`src/rtl/cry_encoder_pkg.sv`:
```
// Shared widths, FSM states and helpers for the RGB-to-CRY encoder.
package cry_encoder_pkg;

  localparam int CHROMA_W = 8;
  localparam int INT_W    = 8;
  localparam int CRY_W    = CHROMA_W + INT_W;
  localparam int PROD_W   = 16;
  localparam int TERM_W   = 16;
  localparam int ERR_W    = 18;
  localparam int NUM_COMP = 3;

  typedef enum logic [1:0] {
    IDLE,
    SCAN,
    DRAIN,
    DONE
  } state_e;

  typedef struct packed {
    logic [INT_W-1:0] r;
    logic [INT_W-1:0] g;
    logic [INT_W-1:0] b;
  } rgb_t;

  function automatic logic [INT_W-1:0] max3(input logic [INT_W-1:0] a,
                                            input logic [INT_W-1:0] b,
                                            input logic [INT_W-1:0] c);
    logic [INT_W-1:0] m;
    m = (a > b) ? a : b;
    return (m > c) ? m : c;
  endfunction

endpackage

```
`src/rtl/cry_err_calc.sv`:
```
// One colour component of the reconstruction error: registered |t*Y - 255*C|.
module cry_err_calc
  import cry_encoder_pkg::*;
(
  input  logic              sys_clk,
  input  logic              resetl,
  input  logic [INT_W-1:0]  t,
  input  logic [INT_W-1:0]  y,
  input  logic [INT_W-1:0]  c,
  output logic [TERM_W-1:0] term
);

  localparam logic [PROD_W-1:0] SCALE = PROD_W'(255);

  logic [PROD_W-1:0]        ty;
  logic [PROD_W-1:0]        kc;
  logic signed [PROD_W:0]   diff;
  logic [TERM_W-1:0]        mag;

  // Both products fit 16 bits unsigned; the 17-bit signed difference never overflows.
  always_comb begin
    ty   = PROD_W'(t) * PROD_W'(y);
    kc   = SCALE * PROD_W'(c);
    diff = $signed({1'b0, ty}) - $signed({1'b0, kc});
    mag  = diff[PROD_W] ? TERM_W'(-diff) : TERM_W'(diff);
  end

  always_ff @(posedge sys_clk or negedge resetl) begin
    if (!resetl) term <= '0;
    else         term <= mag;
  end

endmodule

```
`src/rtl/cry_encoder.sv`:
```
// Sequential RGB-to-CRY encoder: sweeps all chroma ROM entries and keeps the
// index with minimum reconstruction error at intensity Y = max(R,G,B).
module cry_encoder
  import cry_encoder_pkg::*;
#(
  parameter int ROM_LAT = 1
) (
  input  logic                sys_clk,
  input  logic                resetl,
  input  logic                start,
  input  logic [INT_W-1:0]    r,
  input  logic [INT_W-1:0]    g,
  input  logic [INT_W-1:0]    b,
  output logic                busy,
  output logic                done,
  output logic [CRY_W-1:0]    cry,
  output logic [CHROMA_W-1:0] rom_a,
  input  logic [INT_W-1:0]    rom_r,
  input  logic [INT_W-1:0]    rom_g,
  input  logic [INT_W-1:0]    rom_b
);

  // vld_pipe[ROM_LAT-1] marks ROM data, vld_pipe[STAGES] marks error terms.
  localparam int STAGES = ROM_LAT;

  state_e                              state;
  rgb_t                                pix;
  logic [INT_W-1:0]                    y_lat;
  logic [INT_W-1:0]                    y_in;
  logic                                accept;

  logic [STAGES:0]                     vld_pipe;
  logic [STAGES:0][CHROMA_W-1:0]       idx_pipe;

  logic [NUM_COMP-1:0][INT_W-1:0]      t_vec;
  logic [NUM_COMP-1:0][INT_W-1:0]      c_vec;
  logic [NUM_COMP-1:0][TERM_W-1:0]     term_vec;

  logic [ERR_W-1:0]                    err_sum;
  logic [ERR_W-1:0]                    best_err;
  logic [CHROMA_W-1:0]                 best_idx;
  logic                                cmp_last;

  assign y_in   = max3(r, g, b);
  assign accept = (state == IDLE) && start;

  assign t_vec = {rom_b, rom_g, rom_r};
  assign c_vec = {pix.b, pix.g, pix.r};

  for (genvar k = 0; k < NUM_COMP; k++) begin : g_comp
    cry_err_calc u_err (
      .sys_clk (sys_clk),
      .resetl  (resetl),
      .t       (t_vec[k]),
      .y       (y_lat),
      .c       (c_vec[k]),
      .term    (term_vec[k])
    );
  end

  always_comb begin
    err_sum = '0;
    for (int k = 0; k < NUM_COMP; k++) err_sum = err_sum + ERR_W'(term_vec[k]);
  end

  // Address tagging and the running minimum; strict '<' keeps the lowest index on ties.
  always_ff @(posedge sys_clk or negedge resetl) begin
    if (!resetl) begin
      vld_pipe <= '0;
      idx_pipe <= '0;
      best_err <= '1;
      best_idx <= '0;
      cmp_last <= 1'b0;
    end else begin
      vld_pipe <= {vld_pipe[STAGES-1:0], state == SCAN};
      idx_pipe <= {idx_pipe[STAGES-1:0], rom_a};
      cmp_last <= vld_pipe[STAGES] && (idx_pipe[STAGES] == '1);
      if (accept) begin
        best_err <= '1;
        best_idx <= '0;
      end else if (vld_pipe[STAGES] && (err_sum < best_err)) begin
        best_err <= err_sum;
        best_idx <= idx_pipe[STAGES];
      end
    end
  end

  always_ff @(posedge sys_clk or negedge resetl) begin
    if (!resetl) begin
      state <= IDLE;
      busy  <= 1'b0;
      done  <= 1'b0;
      cry   <= '0;
      rom_a <= '0;
      pix   <= '0;
      y_lat <= '0;
    end else begin
      done <= 1'b0;
      case (state)
        IDLE: begin
          if (start) begin
            pix   <= '{r: r, g: g, b: b};
            y_lat <= y_in;
            if (y_in == '0) begin
              // Black needs no search: every chroma reconstructs to zero.
              state <= DONE;
              done  <= 1'b1;
              cry   <= '0;
            end else begin
              state <= SCAN;
              busy  <= 1'b1;
              rom_a <= '0;
            end
          end
        end
        SCAN: begin
          if (rom_a == '1) state <= DRAIN;
          else             rom_a <= rom_a + 1'b1;
        end
        DRAIN: begin
          if (cmp_last) begin
            state <= DONE;
            done  <= 1'b1;
            busy  <= 1'b0;
            cry   <= {best_idx, y_lat};
          end
        end
        DONE:    state <= IDLE;
        default: state <= IDLE;
      endcase
    end
  end

endmodule

```
`config.mk`:
```
export PLATFORM = sky130hd
export DESIGN_NAME = cry_encoder
export DESIGN_NICKNAME = d
export VERILOG_FILES = /design/src/rtl/cry_encoder_pkg.sv /design/src/rtl/cry_err_calc.sv /design/src/rtl/cry_encoder.sv
export SDC_FILE = /design/constraint.sdc
export NUM_CORES = 1
export LEC_CHECK = 0
export ABC_AREA = 1
export CAP_MARGIN = 40
export CELL_PAD_IN_SITES_DETAIL_PLACEMENT = 0
export CELL_PAD_IN_SITES_GLOBAL_PLACEMENT = 1
export CORE_ASPECT_RATIO = 1.75
export CORE_UTILIZATION = 48
export DETAILED_ROUTE_END_ITERATION = 7
export GPL_TIMING_DRIVEN = 0
export PLACE_DENSITY_LB_ADDON = 0.08
export SETUP_SLACK_MARGIN = 0.05
export SLEW_MARGIN = 20
export SYNTH_ARGS = -nofsm -noshare
export SYNTH_HDL_FRONTEND = slang
export SYNTH_HIERARCHICAL = 1
export SYNTH_SLANG_ARGS = --single-unit
```
`constraint.sdc`:
```
create_clock -name sys_clk -period 6.4 [get_ports sys_clk]
set_input_delay 0.64 -clock sys_clk [delete_from_list [all_inputs] [get_ports sys_clk]]
set_output_delay 0.64 -clock sys_clk [all_outputs]
set_load 0.1 [all_outputs]
```
==> metrics.yaml <==
final_common_cell: "inv_1"
crit_path_max_fanout: 8
relSlewSlack: 0.4835
synth-async-reset-ratio: 1.000
die_w_um: 163.6
syn_to_final_growth_pct: 10.74
grt_max_degree: 80
synth-seq-cells: 153
crit_chain: "clkbuf_1, nand2_1, fa_1, fa_1, inv_1, fa_1, fa_1, fa_1, inv_1, fa_1, inv_1, ha_1, nand2_1, nor2_2, nand3_1, nand2_1, nand2_1, nand2_2, nand2_1, nor2_1, nand2_1, nand2_2, xor2_1, inv_1"
htree_levels: 4
syn_avg_cell_area_sq_um: 7.824
yosysWarnings: 6
viasPerCell: 4.931
setup_viol: 0
min_period_ns: 6.016
drive_gt1_frac: 0.07719
cp_num_buf_inv: 5
coreArea_sq_um: 45110
grt_pass1_vias: 18570
fin_crit_sh: 0.9401
hpwl_mm: 47.88
route.detailed.drc: 0
min_path_type: "primary input to asynchronous set/reset pin"
path_clk_slew_ns: 0.07
synth_nets: 3384
startpoint_type: "register"
drt_iter0_markers: 733
io_pins: 77
r2r_cells: 24
n_fill_cell: 4386
crit_family: "adder cells"
clock_skew_ns: 0.01366
yosysSeqAreaShare: 0.1757
die-height_um: 284.7
numCtsBuffers: 17
required_ns: 6.72
place.gp.congestion: 0.8731
tns_ns: 0
syn-cell-area_sq_um: 21920
dieArea_sq_um: 46560
worst-setup-path-type: "register to register"
status: "completed"
ys_types: 49
rows: 103
synthCells: 2802
grt_pass1_wl_mm: 91.85
synthFlopType: "dfrtp_1"
globalRouteOverflowTotal: 0
reg2reg_from: "y_lat[3]"
critPathCaptureType: "register"
antenna_found_initial: 0
r2r_end: "g_comp[0].u_err/term[11]"
cts_tree: "yes"
vias: 17220
clock_latency_ns: 0.43
setup.worst_path.start: "y_lat[3]"
clk_path_buf_depth: 2
nets: 3484
tightest_slew_ns: 0.7747
arrival_ns: 6.33
dr.pass1.iters: 6
clock.fmax_mhz: 166.2
cts.sink_count: 153
synth_edf_count: 0
hold_buffers: 0
cp_slowest_cell: "dfrtp_2"
final_cell_mix: "inv_1, nand2_1, fa_1, ha_1, dfrtp_1"
start_util: 0.4860
antennaDiodeCount: 0
finalWirelength_mm: 55.22
cts_root_buf: "clkbuf_16"
grt_usage: 0.2543
ff2ff_setup_slack_ns: 0.38
drv_slew: 0
maxCapViolations: 0
port_buffers: 52
final_util: 0.5382
routedWlPerCell_um: 15.81
slowest_delay_ns: 0.55
timing_hold_violations_final: 0
rsz0062_at_grt: "true"
final_antenna_net_count: 0
-- state kept, by name, summed over array words and instances, names as in the netlist --
signal / flops
g_comp.u_err/term: 48
c_vec: 24
best_err: 18
cry: 16
idx_pipe: 16
best_idx: 8
rom_a: 8
y_lat: 8
state: 2
vld_pipe: 2
busy: 1
cmp_last: 1
done: 1
-- how the worst max path moves through the flow --
stage	end	slack, ns	cells after the start
after floorplan	g_comp[0].u_err/term[9]	0.77	22
after global placement	c_vec[7]	-1.48	1
after detailed placement	g_comp[0].u_err/term[5]	-0.02	23
after CTS	g_comp[2].u_err/term[5]	0.06	23
after global routing	g_comp[1].u_err/term[13]	0.05	25
final	g_comp[0].u_err/term[11]	0.38	24
-- worst reg2reg max path, delay by kind of cell, from the launching register on --
| kind | cells | cell delay (ns) |
|---|---|---|
| adder cells (fa/ha/maj) | 7 | 3.49 |
| AND/OR/NAND/NOR | 11 | 1.14 |
| buffers and inverters | 5 | 0.56 |
| flip-flops | 1 | 0.55 |
| XOR/XNOR | 1 | 0.18 |
-- logic make-up (layout without fill, tap and decap cells) --
family,after synthesis,after routing,synth area share
flip-flops,153,153,0.1757
buffers and inverters,834,947,0.1454
AND/OR/NAND/NOR,1047,1047,0.2093
adder cells (fa/ha/maj),531,531,0.3962
AO/OA/AOI/OAI,164,164,0.04429
XOR/XNOR,73,73,0.02916
-- synth_stat cells, types with 2 or more instances --
cell type / n / area share
o21bai_1: 15 / 0.0051
xnor2_1: 25 / 0.010
inv_1: 748 / 0.13
nand2_1: 692 / 0.12
dfstp_2: 18 / 0.022
clkbuf_1: 55 / 0.0094
nand3b_1: 15 / 0.0051
nor3_1: 14 / 0.0032
xor2_1: 48 / 0.019
and2_1: 2 / 0.00057
nand2_4: 8 / 0.0041
nand3_2: 12 / 0.0055
a22oi_1: 4 / 0.0014
a22o_1: 8 / 0.0032
buf_6: 4 / 0.0021
ha_1: 259 / 0.15
nand2_2: 38 / 0.011
a21oi_1: 56 / 0.013
a21oi_2: 2 / 0.00080
dfrtp_1: 135 / 0.15
inv_2: 15 / 0.0026
nor2_2: 21 / 0.0060
nor3b_1: 3 / 0.0010
a21oi_4: 2 / 0.0015
o21ai_2: 2 / 0.00080
nor4_1: 2 / 0.00057
a21o_1: 6 / 0.0021
nor2_4: 4 / 0.0021
nand3_1: 125 / 0.029
buf_2: 7 / 0.0016
nand4_1: 21 / 0.0060
a32oi_1: 3 / 0.0012
o21ai_0: 62 / 0.014
nor2_1: 85 / 0.015
fa_1: 272 / 0.25
-- through the flow --
stage          worst slack [ns]  cells  area [sq um]  hold slack [ns]
2_1_floorplan            0.7749   2802         21920           0.3312
3_3_place_gp             -1.477   3431         23160           0.3325
3_5_place_dp           -0.02385   3458         23640           0.3355
4_1_cts                 0.06171   3490         24220           0.1998
5_1_grt                 0.04641   3492         24280           0.2088
6_report                 0.3836   3492         24280           0.1810
-- cell type report --
| type | instances | area, sq um | area share |
|---|---|---|---|
| inverters | 765 | 2874 | 0.1184 |
| plain buffers | 69 | 331.6 | 0.01366 |
| clock buffers | 17 | 425.4 | 0.01752 |
| multi-input cells | 1815 | 14880 | 0.6131 |
| well taps | 577 | 721.9 | 0.02974 |
| clock inverters | 15 | 157.7 | 0.006494 |
| repair buffers | 81 | 1021 | 0.04206 |
| flip-flops and latches | 153 | 3861 | 0.1590 |
-- routing by layer --
metal	routed length (um)	vias to the layer above	share of wire	global-route usage
met5	0	-	0	0
met4	2186	0	0.040	0.1002
met3	1107	90	0.020	0.01809
met2	30470	267	0.55	0.4908
met1	21460	8407	0.39	0.2820
li1	-	8455	-	-
-- repair_timing --
| action | in CTS | in global routing |
|---|---|---|
| setup endpoints to repair | 10 | 44 |
| gates resized for setup | 3 | 33 |
| hold endpoints to repair | 0 | 0 |
| buffers inserted | 0 | 2 |
| pin swaps | 0 | 0 |
Power is not shown: default switching activity piles up to over one toggle a cycle in this logic, so the estimate is an artifact.
